**src/rtl/pmem_arbiter.sv**
```systemverilog
// Arbitrates the single physical-memory port between the I-cache and D-cache, one line at a time.
// Build option: define ARB_RR_EN for round-robin on simultaneous requests (default: D over I).
module pmem_arbiter #(
  parameter int unsigned LINE_W = 256,
  parameter int unsigned ADDR_W = 32
) (
  input  logic              clk,
  input  logic              rst,

  input  logic              i_pmem_read,
  input  logic [ADDR_W-1:0] i_pmem_address,
  output logic [LINE_W-1:0] i_pmem_rdata,
  output logic              i_pmem_resp,

  input  logic              d_pmem_read,
  input  logic              d_pmem_write,
  input  logic [ADDR_W-1:0] d_pmem_address,
  input  logic [LINE_W-1:0] d_pmem_wdata,
  output logic [LINE_W-1:0] d_pmem_rdata,
  output logic              d_pmem_resp,

  output logic              mem_read,
  output logic              mem_write,
  output logic [ADDR_W-1:0] mem_address,
  output logic [LINE_W-1:0] mem_wdata,
  input  logic [LINE_W-1:0] mem_rdata,
  input  logic              mem_resp
);

  typedef enum logic [1:0] {StIdle, StIBusy, StDBusy, StCooldown} state_e;

  state_e            state_q, state_d;
  logic [ADDR_W-1:0] addr_q, addr_d;
  logic [LINE_W-1:0] wdata_q, wdata_d;
  logic              write_q, write_d;
  logic              last_d_q, last_d_d;  // 1: most recent grant went to the D-cache
  logic              i_req, d_req, grant_d;

  assign i_req = i_pmem_read;
  assign d_req = d_pmem_read | d_pmem_write;

`ifdef ARB_RR_EN
  assign grant_d = d_req & (~i_req | ~last_d_q);
`else
  assign grant_d = d_req;
`endif

  always_ff @(posedge clk) begin
    if (rst) begin
      state_q <= StIdle;
    end else begin
      state_q <= state_d;
    end
  end

  always_ff @(posedge clk) begin
    if (rst) begin
      addr_q   <= '0;
      wdata_q  <= '0;
      write_q  <= 1'b0;
      last_d_q <= 1'b0;
    end else begin
      addr_q   <= addr_d;
      wdata_q  <= wdata_d;
      write_q  <= write_d;
      last_d_q <= last_d_d;
    end
  end

  // Grants happen only from StIdle, so a cache still holding its request during
  // StCooldown can never win a second, spurious transaction.
  always_comb begin
    state_d  = state_q;
    addr_d   = addr_q;
    wdata_d  = wdata_q;
    write_d  = write_q;
    last_d_d = last_d_q;
    unique case (state_q)
      StIdle: begin
        if (i_req || d_req) begin
          last_d_d = grant_d;
          if (grant_d) begin
            state_d = StDBusy;
            addr_d  = d_pmem_address;
            wdata_d = d_pmem_wdata;
            write_d = d_pmem_write;
          end else begin
            state_d = StIBusy;
            addr_d  = i_pmem_address;
            wdata_d = '0;
            write_d = 1'b0;
          end
        end
      end
      StIBusy, StDBusy: begin
        if (mem_resp) state_d = StCooldown;
      end
      StCooldown: state_d = StIdle;
      default:    state_d = StIdle;
    endcase
  end

  always_comb begin
    mem_read     = 1'b0;
    mem_write    = 1'b0;
    mem_address  = addr_q;
    mem_wdata    = wdata_q;
    i_pmem_resp  = 1'b0;
    i_pmem_rdata = '0;
    d_pmem_resp  = 1'b0;
    d_pmem_rdata = '0;
    unique case (state_q)
      StIBusy: begin
        mem_read  = ~write_q;
        mem_write = write_q;
        if (mem_resp) begin
          i_pmem_resp  = 1'b1;
          i_pmem_rdata = mem_rdata;
        end
      end
      StDBusy: begin
        mem_read  = ~write_q;
        mem_write = write_q;
        if (mem_resp) begin
          d_pmem_resp  = 1'b1;
          d_pmem_rdata = mem_rdata;
        end
      end
      default: ;
    endcase
  end

endmodule

```
**config.mk**
```make
export PLATFORM = sky130hd
export DESIGN_NAME = pmem_arbiter
export DESIGN_NICKNAME = d
export VERILOG_FILES = /design/src/rtl/pmem_arbiter.sv
export SDC_FILE = /design/constraint.sdc
export NUM_CORES = 1
export LEC_CHECK = 0
export BUFFER_PORTS_ARGS = -buffer_cell sky130_fd_sc_hd__buf_2
export CAP_MARGIN = 20
export CORE_AREA = 2 2 542 544
export CTS_CLUSTER_SIZE = 12
export DETAILED_ROUTE_END_ITERATION = 12
export DIE_AREA = 0 0 544 546
export GPL_TIMING_DRIVEN = 0
export PLACE_DENSITY = 0.3
export SYNTH_ARGS = -nofsm -noshare
export SYNTH_HDL_FRONTEND = slang
export SYNTH_SLANG_ARGS = --single-unit
```
**constraint.sdc**
```tcl
create_clock -name clk -period 1.4 [get_ports clk]
set_input_delay 0.07 -clock clk [delete_from_list [all_inputs] [get_ports clk]]
set_output_delay 0.07 -clock clk [all_outputs]
set_load 0.01 [all_outputs]
```
Yosys cells after proc, flatten, opt, wreduce, memory -nomap -nowiden
Index checks and enable logic that the tools add are counted.
{"block": "op_classes", "n_eq_ne": 5, "n_mux": 15, "bitwise_logic": 2, "reduce_logical": 5}
{"operator": "$mux 256", "count": 4}
{"operator": "$mux 32", "count": 1}
{"operator": "$mux 1", "count": 6}
{"operator": "$mux 2", "count": 3}
{"operator": "$pmux 2 s3", "count": 1}
{"operator": "$eq 2x2->1 const B", "count": 2}
{"operator": "$reduce_and 2->1", "count": 2}
{"operator": "$eq 2x1->1 const B", "count": 1}
{"operator": "$logic_not 2->1", "count": 1}
{"operator": "$ne 2x1->1 const B", "count": 1}
{"operator": "$ne 2x2->1 const B", "count": 1}
{"operator": "$reduce_or 2->1", "count": 1}
{"operator": "$logic_or 1x1->1", "count": 1}
{"operator": "$not 1->1", "count": 1}
{"operator": "$or 1x1->1", "count": 1}
{"block": "totals", "reg_bits": 291, "in_bits": 582, "out_inout_bits": 804, "elab_cells": 31}

Depth between registers and ports, before layout
Gate-level depths: netlist of the first run.
{"block": "logic_depth", "ltp_word": 4, "mapped_depth": 7, "mapped_depth_nobuf": 5}

Worst setup path before layout of the first run
No wires, ideal clock.
{"block": "synth_path", "path_type": "register to register", "from": "register state_q[0]", "to": "register state_q[1]", "setup_time_ns": 0.070, "arrival_time_ns": 1.373, "t_required_ns": 1.330, "slack_ns": -0.043, "stages_incl_launch_ff": 6, "path_buffers": 0, "synth_period_minus_slack_ns": 1.443, "path_cell_list": "dfxtp_1 -> inv_1 -> ha_1 -> nor2b_1 -> a2111o_1 -> a21oi_1"}
{"block": "synth_via", "elab_chain_len": 4, "elab_cells_between_ends": 9, "cone_classes": "eq/ne (5); mux (1); reduce/logical (3)"}
{"element": "start: declaration", "line_no": "32", "text": "state_e state_q, state_d;"}
{"element": "start signal: assignment", "line_no": "50", "text": "state_q <= StIdle;"}
{"element": "start signal: assignment", "line_no": "52", "text": "state_q <= state_d;"}
{"element": "$eq 2x2->1 / $eq 2x1->1 (equally long branches)", "line_no": "78", "text": "unique case (state_q)"}
{"element": "$reduce_or 2->1 (no line)"}
{"element": "$ne 2x1->1 (no line)"}
{"element": "$reduce_and 2->1 (no line)"}
Several ways; a longest one is shown, not always the timed one.
A chain may end at the register's enable or synchronous reset.

Worst setup path in the final report of the first run
{"block": "layout_path", "from": "input port mem_resp", "to": "output port d_pmem_rdata[128]"}
{"block": "layout_via", "elab_chain_len": 2}
{"element": "start: declaration", "line_no": "27", "text": "input logic mem_resp"}
{"element": "$mux 256", "line_no": "124", "text": "if (mem_resp) begin"}
{"element": "$mux 256", "line_no": "112", "text": "unique case (state_q)"}
{"element": "end: declaration", "line_no": "19", "text": "output logic [LINE_W-1:0] d_pmem_rdata,"}
Every way passes these cells.

==> impl_results.md, run 1 <==
* Clock buffer depth at 3
* Most frequent cells in the layout: buf_2, dlygate4sd3_1, and3_1
* Largest net degree at the start of global routing at 13
* GRT overflow at 0
* Drt first pass iters at 7
* Crit share post-route at 1.70
* Hold slack at 0.0631 ns
* CTS sink cnt at 291
* Failing checks: setup timing
* Status: finished, violations left
* DRC viols at 0
* Initial antenna violation count at roughly 170
* # setup viols final at slightly above 800
* Area leader, netlist: dfxtp_1
* Fmax at 420 MHz
* Max-Cap Viols at 0
* Initial core utilization at 0.0452
* Commonest non-fill, non-tap cell in the layout: buf_2
* Die ar. at 297,000 µm²
* Layout Utilization at 0.116
* Slew Viols, Final at 0
* NumNets Final at 3,797
* Fin cells at 7,221
* Reg clk slew, reported paths at approximately 0.05 ns
* Number of global-route vias before repair at 20,800
* Critical Path Source Type: primary input
* Yosys top cell area share at 0.441
* Syn_area_per_cell at 9.40 µm²
* Std cell rows at 199
* Die X at between 500 and 600 µm
* Synth cell types at 24
* Worst Skew at about 0.011 ns
* Post-synthesis sequential area ratio at 0.441
* Hold path startpoint: d_pmem_read
* Total core area at between 200,000 and 300,000 µm²
* Final ANT Viol Nets at 0
* Class of the worst hold path: in2reg
* Initial DRC count at 1,598
* Syn Inst Count at about 1,400
* Area Growth Syn to Fin at 157%
* Worst slew margin at 0.358
* Total Wirelength at 216 mm
* Total Power at 52.1 mW
* Crit path max fanout at 10
* Origin of the worst setup path: mem_resp
* Top post-synthesis cells by area: dfxtp_1, and3_1, a22o_1
* Actual slew at the worst max-slew pin at 0.963 ns
* Final Critical Period at 2.38 ns
* TritonCTS buffer count at 38
* DR WL/cell at approximately 30 µm
* Via density at between 2 and 3
* Max VDD drop at 0.853 mV
* Port bufs at 1,382
* Final setup margin at -0.978 ns
* CTS tree: done
* Setup Total Neg Slack at -605.25 ns
* Global-route wire length before repair at 258 mm
* YS warnings at 0
* Tot GR Track Use at 0.137
* Pwr Density at 1540 nW/µm²
* Launching point of the worst reg2reg path: state_q[0]$_SDFFE_PP0P_
* Post-Place Cells at 6,713
* Die H at 546 µm
* Hpwl dp at a little under 200 mm
* Htree depth at 2
* Leak at 16.4 nW
* Routability Congestion at 1.02
* Worst EP arrival at 2.31 ns
* Fin. Hold Viols at 0
* Critical path capture point type: output pin
* Vias at 21,200
* Unrepaired setup endpoints after global routing: yes
* Crit Path Category: in2out
* Cell area after synthesis at about 13,000 µm²
* Io pins at between 1,000 and 1,500
* Layout cell share with drive strength beyond 1 at 0.566
* Number of synthesized register bits at 291
* Syn_nets at 1,990
* Worst skew pair latency at roughly 0.60 ns
* CTS root buffer: clkbuf_16
* WP data required at 1.33 ns
critical path, cell delays in order:
cell and delay, ns:
clkbuf_2 0.21, buf_12 0.20, clkbuf_2 0.45, clkbuf_1 0.77, and3_4 0.41, buf_6 0.12
cells by family after synthesis:
kind of cell | after synthesis | share of synthesized area
multiplexers | 2 | 0.00152
buffers and inverters | 193 | 0.0782
adder cells (fa/ha/maj) | 4 | 0.00379
AND/OR/NAND/NOR | 588 | 0.268
flip-flops | 291 | 0.441
AO/OA/AOI/OAI | 326 | 0.207
flip-flops by register name, summed over array words and instances, names as in the netlist:
register	count
mem_address	32
mem_wdata	256
state_q	2
write_q	1
routing by layer:
layer	GRT usage	wire length, µm	share of wire
met5	0	316	0.0015
met4	0.0541	10400	0.048
met1	0.145	77500	0.36
met3	0.0588	24900	0.11
met2	0.239	103000	0.48
metrics by stage:
step / cell area [µm²] / worst slack (ns)
2_1_floorplan: 13200 / -0.0187
3_3_place_gp: 25000 / -3.83
3_5_place_dp: 25200 / -1.93
4_1_cts: 32100 / -1.09
5_1_grt: 33800 / -1.07
6_report: 33900 / -0.978
what timing repair did:
item | in CTS | in global routing
pin swaps | 15 | 17
setup buffers | 18 | 21
endpoints found under the hold margin | 291 | 0
gates cloned | 16 | 10
hold buffers | 327 | 0
setup endpoints to repair | 846 | 842
gates resized for setup | 479 | 399
cell type report:
| class | count | area, µm² |
|---|---|---|
| fillers | 33900 | 258000 |
| repair buffers | 1772 | 12700 |
| multi-input cells | 920 | 7300 |
| flip-flops and latches | 291 | 5830 |
| well taps | 3919 | 4900 |
| plain buffers | 186 | 1680 |
| clock buffers | 53 | 1130 |
| clock inverters | 13 | 203 |
| diodes | 65 | 163 |
| inverters | 2 | 12.5 |
power breakdown:
part / switching [mW] / leakage (nW) / total [mW] / internal (mW)
Sequential: 1.47 / 2.40 / 12.0 / 10.5
Combinational: 16.4 / 13.3 / 29.3 / 12.8
Clock: 4.43 / 0.651 / 10.8 / 6.40
final timing paths:
| path | end | slack (ns) | depth (start not counted) |
|---|---|---|---|
| min reg2reg | mem_wdata[41]$_SDFFE_PP0P_ | 0.47 | 1 |
| max reg2reg | mem_wdata[213]$_SDFFE_PP0P_ | -0.79 | 8 |
| max | d_pmem_rdata[128] | -0.98 | 6 |
| min | state_q[0]$_SDFFE_PP0P_ | 0.06 | 4 |
synthesized netlist by cell type:
cell and instances:
a2111o_1 1, a21oi_1 1, a22o_1 256, a311oi_1 32, and2_1 3, and3_1 512, buf_2 36, buf_6 17
buf_8 12, clkbuf_1 126, dfxtp_1 291, ha_1 4, inv_1 2, mux2i_1 2, nand2_1 32, nor2_1 34
nor2_4 1, nor2_8 1, nor2b_1 3, nor3b_2 1, nor4b_1 1, o21ai_0 34, o31a_4 1, o41ai_1 1
Note: power is estimated with default switching activity, not from simulation.
==> run 2, diff against run 1 <==
Settings changed: PLACE_DENSITY 0.3 to unset, PLACE_DENSITY_LB_ADDON set to 0.08.
==> run 2 against run 1 <==
  * The run still ends with setup timing left
  * Utilization is 0.61 points higher
  * Clock power is 8% higher
  * Maximum frequency is 9.7% higher
  * Total power is 3.3% higher
  * Register-to-register slack better by 0.22 ns
  * Sequential share of layout area is 0.86 points lower
  * Sequential cell count stayed put
  * Non-clock buffer count is 14 higher
  * Wire length is 9.0% lower
  * Critical endpoint is now i_pmem_rdata[253]
  * Largest cell class unchanged
  * Largest power group unchanged
  * Highest routed layer unchanged
==> impl_results.md, run 2 (synthesized netlist as in run 1, its figures left out) <==
* Status: finished, violations left
* Failing checks: setup timing
* Critical path capture point type: output pin
* Max VDD drop at 0.817 mV
* Slew Viols, Final at 0
* DRC viols at 0
* Worst EP arrival at 2.10 ns
* Crit Path Category: reg2out
* Initial core utilization at 0.0452
* Worst slew margin at 0.383
* Reg2reg path depth at 10
* Via density at 2.78
* Largest net degree at the start of global routing at 12
* Final Critical Period at 2.17 ns
* Worst Skew at around 0.022 ns
* Routability Congestion at 0.930
* CTS sink cnt at 291
* Leak at 16.5 nW
* CP peak stage delay at 0.36 ns
* Worst skew pair latency at between 0.6 and 0.7 ns
* Crit share post-route at 1.55
* Total core area at 292,000 µm²
* Std cell rows at 199
* Clock buffer depth at 3
* Commonest non-fill, non-tap cell in the layout: buf_2
* Hold Path Depth at 3
* Crit path max fanout at 5
* Most frequent cells in the layout: buf_2, dlygate4sd3_1, buf_6
* CTS tree: done
* Drt first pass iters at 5
* Port bufs at between 1,000 and 1,500
* Die ar. at 297,000 µm²
* Actual slew at the worst max-slew pin at 0.926 ns
* CTS root buffer: clkbuf_16
* Hpwl dp at 168 mm
* Place WS at -2.00 ns
* Htree depth at 2
* WP data required at 1.33 ns
* GRT overflow at 0
* Die H at 546 µm
* Initial DRC count at 908
* Tot GR Track Use at 0.123
* Max-Cap Viols at 0
* Layout Utilization at 0.122
* Max reg flops at 256
* Fin. Hold Viols at 0
* Number of global-route vias before repair at 20,700
* Die X at 544 µm
* Crit-path most repeated cell: clkbuf_16
* Fmax at between 400 and 500 MHz
* Io pins at approximately 1,400
* Setup Total Neg Slack at -483.04 ns
* Area Growth Syn to Fin at 170%
* # setup viols final at ~810
* Final setup margin at -0.768 ns
* Design area at 35,700 µm²
* Critical Path Source Type: flip-flop
* NumNets Final at approximately 3,800
* DR WL/cell at around 27 µm
* TritonCTS buffer count at 44
* Vias at 20,100
* Total Wirelength at 197 mm
* Layout cell share with drive strength beyond 1 at 0.597
* Unrepaired setup endpoints after global routing: yes
* Final ANT Viol Nets at 0
* Pwr Density at around 1500 nW/µm²
* Global-route wire length before repair at 238 mm
* Reg clk slew, reported paths at 0.06 ns
* Placed Area at 25,100 µm²
* Initial antenna violation count at 96
* CP max stage cell: dfxtp_4
* Class of the worst hold path: in2reg
* Crit-path cells: inv_4 > ha_4 > buf_12 > clkbuf_16 > clkbuf_16 > and3_4 > buf_6
==> run 2: final cells by class <==
| cell class | count | area (µm²) |
|---|---|---|
| antenna | 46 | 115 |
| timing repair buffer | 1783 | 13500 |
| multi-input combinational | 920 | 7790 |
| clock buffer | 66 | 1330 |
| sequential | 291 | 5830 |
| clock inverter | 10 | 118 |
| fill | 33800 | 256000 |
| buffer | 189 | 2080 |
| inverter | 2 | 12.5 |
| tap | 3919 | 4900 |
==> run 2: final timing paths <==
check	startpoint	to	slack, ns
setup / recovery	state_q[1]$_SDFFE_PP0P_	i_pmem_rdata[253]	-0.77
hold / removal	rst	mem_address[9]$_SDFFE_PP0P_	0.06
setup reg to reg	state_q[1]$_SDFFE_PP0P_	mem_wdata[233]$_SDFFE_PP0P_	-0.57
hold reg to reg	mem_wdata[147]$_SDFFE_PP0P_	mem_wdata[147]$_SDFFE_PP0P_	0.46
==> run 2: what timing repair did <==
action	CTS	global route
gates cloned	14	33
resized for setup	439	761
endpoints found under the setup margin	819	818
setup buffers	14	13
pin swaps	20	50
endpoints found under the hold margin	290	0
hold buffers	326	0
==> run 2: layer usage <==
layer	GRT usage	vias to the layer above	routed length, µm
met5	0	-	207
met4	0.0338	30	6850
met1	0.129	9686	70800
met2	0.222	1126	97200
li1	-	9032	-
met3	0.0537	248	22000
==> run 2: power by group <==
group	internal, mW	total [mW]	switching [mW]
combinational	14.4	30.3	16.0
sequential	10.5	11.7	1.25
clock	6.86	11.7	4.84
==> run 2: stage by stage <==
stage	hold slack (ns)	std cells	total power, mW
after floorplan	0.203	1404	20.7
after global placement	0.290	6705	33.6
after detailed placement	0.289	6707	33.2
after CTS	0.0332	7136	50.4
after global routing	0.0791	7188	56.9
final	0.0557	7226	53.8
==> run 2: critical path, delay by kind of cell, from the launching register on <==
| kind | cells | cell delay [ns] |
|---|---|---|
| AND/OR/NAND/NOR | 1 | 0.27 |
| flip-flops | 1 | 0.36 |
| buffers and inverters | 5 | 0.66 |
| adder cells (fa/ha/maj) | 1 | 0.15 |
